[config.mk]
export PLATFORM = sky130hd
export DESIGN_NAME = uart_tx
export DESIGN_NICKNAME = d
export VERILOG_FILES = /design/src/rtl/uart_pkg.sv /design/src/rtl/uart_tx_byte.sv /design/src/rtl/uart_tx.sv
export SDC_FILE = /design/constraint.sdc
export NUM_CORES = 1
export LEC_CHECK = 0
export ABC_AREA = 1
export CORE_ASPECT_RATIO = 0.5
export CORE_MARGIN = 10
export CORE_UTILIZATION = 55
export CTS_CLUSTER_DIAMETER = 100
export DETAILED_ROUTE_END_ITERATION = 8
export PLACE_DENSITY = 0.84
export SLEW_MARGIN = 20
export SYNTH_ARGS = -nofsm -noshare
export SYNTH_HDL_FRONTEND = slang
export SYNTH_SLANG_ARGS = --single-unit
export TNS_END_PERCENT = 5
[constraint.sdc]
create_clock -name clk -period 2.6 [get_ports clk]
set_clock_uncertainty 0.05 [all_clocks]
set_input_delay 0.39 -clock clk [delete_from_list [all_inputs] [get_ports clk]]
set_output_delay 0.39 -clock clk [all_outputs]
set_load 0.01 [all_outputs]
[src/rtl/uart_pkg.sv]
// Shared UART transmit definitions: default timing, FSM state type and frame length.
// Frame length depends on the UART_TX_PARITY_EN macro.
package uart_pkg;

  localparam int BPS_CNT_DEF = 868;
  localparam int BYTES_DEF   = 4;

  typedef enum logic [2:0] {
    IDLE,
    START,
    DATA,
    PARITY,
    STOP
  } tx_state_t;

`ifdef UART_TX_PARITY_EN
  localparam int FRAME_BITS = 11;
`else
  localparam int FRAME_BITS = 10;
`endif

endpackage

[src/rtl/uart_tx_byte.sv]
// Single-byte 8N1 frame sender (optional even parity via UART_TX_PARITY_EN).
// start loads a byte; done flags the final cycle of the stop bit so a follow-on byte can chain.
module uart_tx_byte
  import uart_pkg::*;
#(
  parameter int BPS_CNT = BPS_CNT_DEF
) (
  input  logic       clk,
  input  logic       reset,
  input  logic       start,
  input  logic [7:0] data,
  output logic       tx,
  output logic       done
);

  localparam int BW = $clog2(BPS_CNT);
  localparam logic [BW-1:0] BAUD_LAST = BW'(BPS_CNT - 1);

  tx_state_t   state, state_next;
  logic [BW-1:0] baud, baud_next;
  logic [2:0]  bit_cnt, bit_next;
  logic [7:0]  sh, sh_next;
  logic        tx_q, tx_next;
  logic        bit_end;
`ifdef UART_TX_PARITY_EN
  logic        par_q, par_next;
`endif

  assign bit_end = (baud == BAUD_LAST);
  assign tx      = tx_q;

  always_comb begin
    // NOTE: every output of this block gets a default first so no path infers a latch.
    state_next = state;
    baud_next  = baud;
    bit_next   = bit_cnt;
    sh_next    = sh;
    tx_next    = tx_q;
    done       = 1'b0;
`ifdef UART_TX_PARITY_EN
    par_next   = par_q;
`endif
    if (state != IDLE) baud_next = bit_end ? '0 : baud + BW'(1);

    unique case (state)
      IDLE: begin
        tx_next = 1'b1;
        if (start) begin
          state_next = START;
          tx_next    = 1'b0;
          sh_next    = data;
`ifdef UART_TX_PARITY_EN
          par_next   = ^data;
`endif
        end
      end
      START: if (bit_end) begin
        state_next = DATA;
        tx_next    = sh[0];
        bit_next   = '0;
      end
      DATA: if (bit_end) begin
        if (bit_cnt == 3'd7) begin
          bit_next = '0;
`ifdef UART_TX_PARITY_EN
          state_next = PARITY;
          tx_next    = par_q;
`else
          state_next = STOP;
          tx_next    = 1'b1;
`endif
        end else begin
          bit_next = bit_cnt + 3'd1;
          sh_next  = {1'b0, sh[7:1]};
          tx_next  = sh[1];
        end
      end
`ifdef UART_TX_PARITY_EN
      PARITY: if (bit_end) begin
        state_next = STOP;
        tx_next    = 1'b1;
      end
`endif
      STOP: if (bit_end) begin
        done = 1'b1;
        // Chaining straight into the next start bit keeps bytes of a word gap-free.
        if (start) begin
          state_next = START;
          tx_next    = 1'b0;
          sh_next    = data;
`ifdef UART_TX_PARITY_EN
          par_next   = ^data;
`endif
        end else begin
          state_next = IDLE;
          tx_next    = 1'b1;
        end
      end
      default: begin
        state_next = IDLE;
        tx_next    = 1'b1;
      end
    endcase
  end

  always_ff @(posedge clk) begin
    if (reset) begin
      state   <= IDLE;
      baud    <= '0;
      bit_cnt <= '0;
      tx_q    <= 1'b1;
    end else begin
      state   <= state_next;
      baud    <= baud_next;
      bit_cnt <= bit_next;
      tx_q    <= tx_next;
    end
  end

  // NOTE: pure datapath registers are left unreset; they are always reloaded before use.
  always_ff @(posedge clk) begin
    sh <= sh_next;
`ifdef UART_TX_PARITY_EN
    par_q <= par_next;
`endif
  end

endmodule

[src/rtl/uart_tx.sv]
// Word-level UART transmitter: sends BYTES 8N1 frames per handshake, LSB byte first.
// Optional even parity bit per frame when UART_TX_PARITY_EN is defined.
module uart_tx
  import uart_pkg::*;
#(
  parameter  int BPS_CNT    = BPS_CNT_DEF,
  parameter  int BYTES      = BYTES_DEF,
  localparam int DATA_WIDTH = 8 * BYTES
) (
  input  logic                  clk,
  input  logic                  reset,
  input  logic [DATA_WIDTH-1:0] data_in,
  input  logic                  valid_in,
  output logic                  ready_out,
  output logic                  tx,
  output logic                  busy,
  output logic                  Done
);

  localparam int IW = $clog2(BYTES) + 1;

  logic [DATA_WIDTH-1:0] word_q;
  logic [IW-1:0]         byte_idx;
  logic                  start_q, ready_q, busy_q, done_q;
  logic                  accept, last_byte, byte_start, byte_done;

  assign accept     = valid_in & ready_q;
  assign last_byte  = (byte_idx == IW'(BYTES - 1));
  assign byte_start = start_q | (byte_done & ~last_byte);

  assign ready_out = ready_q;
  assign busy      = busy_q;
  assign Done      = done_q;

  uart_tx_byte #(.BPS_CNT(BPS_CNT)) u_byte (
    .clk   (clk),
    .reset (reset),
    .start (byte_start),
    .data  (word_q[7:0]),
    .tx    (tx),
    .done  (byte_done)
  );

  always_ff @(posedge clk) begin
    if (reset) begin
      start_q  <= 1'b0;
      ready_q  <= 1'b1;
      busy_q   <= 1'b0;
      done_q   <= 1'b0;
      byte_idx <= '0;
    end else begin
      start_q <= accept;
      done_q  <= byte_done & last_byte;
      if (accept) begin
        ready_q  <= 1'b0;
        busy_q   <= 1'b1;
        byte_idx <= '0;
      end else if (byte_done) begin
        if (last_byte) begin
          ready_q <= 1'b1;
          busy_q  <= 1'b0;
        end else begin
          byte_idx <= byte_idx + IW'(1);
        end
      end
    end
  end

  // The sender grabs word_q[7:0] as each byte starts, so the word shifts down on every start.
  always_ff @(posedge clk) begin
    if (accept)          word_q <= data_in;
    else if (byte_start) word_q <= word_q >> 8;
  end

endmodule

==> impl_results.md <==
* Nets at 420
* TritonCTS clock tree: built
* Syn nets at 377
* HPWL Detailed at 4410 um
* FILL cells at 387
* Status: completed
* Via count at 2296
* Post-synth EDFFs at 40
* Critical path arrival at 2.09 ns
* DR pass1 iterations at 5
* Antenna Diode Count at 0
* Number of global-route vias before repair at 2317
* Cell taking the most area after synthesis: edfxtp_1
* Final Hold Vio Count at 0
* Initial antenna violation count at 0
* Synth Area in Simple Gates at 28.7%
* Post-Synth Adder-Cell Area at 2.05%
* Layout cell share with drive strength beyond 1 at 12.2%
* Mapped Cells at 337
* #FFs+latches synth at 64
* Hold buffer count at cts at 0
* Die area at 9100 um2
* Ports at 39
* Rows at 19
* Post-route insts no fill at 458
* CP Cell Sequence: ha_1 > inv_1 > nor3_4 > nand4_4 > nand2_4 > inv_2 > nand2_1 > buf_4
* Mux contribution to synthesized area at 0%
* Syn Area/Cell at 9.04 um2
* Post-route DRC at 0
* # clock sinks at 64
* CP top delay family: simple AND/OR/NAND/NOR gates
* Worst Path Class, Setup: reg2reg
* Post-CTS Setup Bufs at 0
* Buf+Inv Stages, Crit Path at 3
* Die height at 72.6 um
* Synth Area in Compound Gates at 6.78%
* Final WL at 6280 um
* GR Overflow Total at 0
* Setup TNS at 0 ns
* Synthesis-to-finish area growth at 20.2%
* H-tree levels at 3
* Number of routed nets with antenna violations at 0
* IO Port Bufs at 38
* GP Congestion at 0.871
* Core area at 5420 um2
* Yosys top cell area share at 39.4%
* CP startpoint kind: register
* # Max-Cap Violations at 0
* Top post-synthesis cells by area: edfxtp_1 (39%), dfxtp_1 (16%), nand2_1 (14%), inv_1 (3.8%), nor2_1 (3.8%)
* Crit path time final at 2.16 ns
* Chip Width at 125 um
* GRT Overall Usage at 14.3%
* Synthesized area at 3050 um2
* Data required, critical path at 2.54 ns
* Pwr Density at 770 nW/um2
* Routed WL per cell at 13.7 um
* Clock Tree Buf Depth at 2
* CTS Buf Count at 9
* Async set-or-reset flop fraction in the synthesized netlist at 0%
* Xor-xnor portion of the synthesized cell area at 0.575%
* Post-synth top flop: edfxtp_1
* Tcrit/Tclk final at 82.9%
* Leak at 0.00161 uW
* Post-synthesis sequential area ratio at 55.2%
* CP max stage cell: dfxtp_1
* Worst slew margin at 72.5%
* RSZ-0062 raised after global routing: no
* Iter 0 DRT Violations at 183
* Ys Warns at 0
* Initial Util at 56.2%
* Largest family of logic cells by synthesized area: simple AND/OR/NAND/NOR gates
* Placed Cells incl. Taps at 442
* Critical path capture point type: register
* Peak supply drop at 468 uV
* Worst-margin pin slew at 0.411 ns
* Post-CTS Resized at 0
* Max FO, Critical Path at 32
* Min-delay worst type: reg2reg
* Footprint of the multi-input gates at 1160 um2
* F_max at 0.464 GHz
* Clk_lat worst skew at 0.33 ns
* Synth cell types at 41
* Reg area at 1680 um2
* Final Max Slew Viols at 0
* Final setup viols at 0
* Largest net degree at the start of global routing at 33
* Crit-path max cell delay at 0.37 ns
* Root Driver: clkbuf_8
* Clk slew on worst S/H paths at 0.07 ns
* First-pass GRT wire length at 10600 um
* Vias/cell at 5.01
worst reg2reg max path: cells and delay by family (launching register included):
kind                     cells  cell delay [ns]
adder cells (fa/ha/maj)      1             0.20
AND/OR/NAND/NOR              4             0.67
buffers and inverters        3             0.53
flip-flops                   1             0.37
worst paths after layout:
| kind | from | end | slack [ns] | depth (start not counted) |
|---|---|---|---|---|
| max | u_byte.baud[1] | word_q[10] | 0.44 | 8 |
| min | u_byte.bit_cnt[2] | u_byte.bit_cnt[2] | 0.43 | 2 |
| max reg2reg | u_byte.baud[1] | word_q[10] | 0.44 | 8 |
| min reg2reg | u_byte.bit_cnt[2] | u_byte.bit_cnt[2] | 0.43 | 2 |
layout make-up:
class,count,area share (%)
inverter,39,4.03
clock inverter,5,1.30
timing repair buffer,41,11.0
tap,73,2.49
multi-input combinational,225,31.7
sequential,64,45.9
clock buffer,11,3.59
cells in the final DEF, fill, tap and decap left out, types with 4 or more instances in the layout:
cell type / Yosys / layout
nand2_1: 115 / 115
edfxtp_1: 40 / 40
clkdlybuf4s50_1: 0 / 38
inv_1: 31 / 31
nor2_1: 31 / 31
dfxtp_1: 24 / 24
a21oi_1: 13 / 13
nand3_1: 12 / 12
o21ai_0: 9 / 9
clkbuf_8: 0 / 9
inv_2: 6 / 6
ha_1: 5 / 5
nand2_2: 4 / 4
nand2_4: 4 / 4
nand4_1: 4 / 4
metrics by stage:
step           utilization (%)  setup slack, ns  area [um2]  power, uW  hold WS (ns)
6_report                  67.6            0.445        3660       2820         0.431
5_1_grt                   67.6            0.251        3660       2990         0.442
4_1_cts                   67.6            0.447        3660       2820         0.430
3_5_place_dp              64.3            0.477        3480       2030         0.421
3_3_place_gp              64.3            0.545        3480       2000         0.397
2_1_floorplan                -            0.227        3050       1860         0.385
synth_stat cells (2+ instances only):
| cell | number |
|---|---|
| a21oi_1 | 13 |
| clkbuf_1 | 6 |
| dfxtp_1 | 24 |
| edfxtp_1 | 40 |
| ha_1 | 5 |
| inv_1 | 31 |
| inv_2 | 6 |
| nand2_1 | 115 |
| nand2_2 | 4 |
| nand2_4 | 4 |
| nand3_1 | 12 |
| nand3_2 | 2 |
| nand4_1 | 4 |
| nor2_1 | 31 |
| nor2_2 | 3 |
| nor2_4 | 2 |
| nor3_1 | 2 |
| o21ai_0 | 9 |
| xor2_1 | 2 |
metal layers:
| metal | track usage, % | wire [um] | vias to the layer above |
|---|---|---|---|
| met1 | 15.0 | 2640 | 1037 |
| met5 | 0 | 0 | - |
| met2 | 26.0 | 3180 | 74 |
| li1 | - | - | 1177 |
| met4 | 5.20 | 68 | 0 |
| met3 | 5.73 | 390 | 8 |
sequential cells by signal, summed over array words and instances, names as in the netlist:
name	flops
byte_idx	3
start_q	1
word_q	32
Done	1
busy	1
u_byte.sh	8
u_byte.baud	10
u_byte.bit_cnt	3
u_byte.tx	1
u_byte.state	3
ready_out	1
where the power goes:
part	switching, uW	leakage (uW)	internal [uW]	total (uW)
Clock	362	0.0000922	434	796
Sequential	76.7	0.000590	1270	1340
Combinational	435	0.000928	244	679
cells by family after synthesis:
group / count (synthesis)
AOI/OAI and AO/OA: 32
xor gates and xnor gates: 2
adders and majority gates: 5
buffers and inverters: 48
DFF: 64
and+or+nand+nor: 186
(Power assumes the default switching activity.)
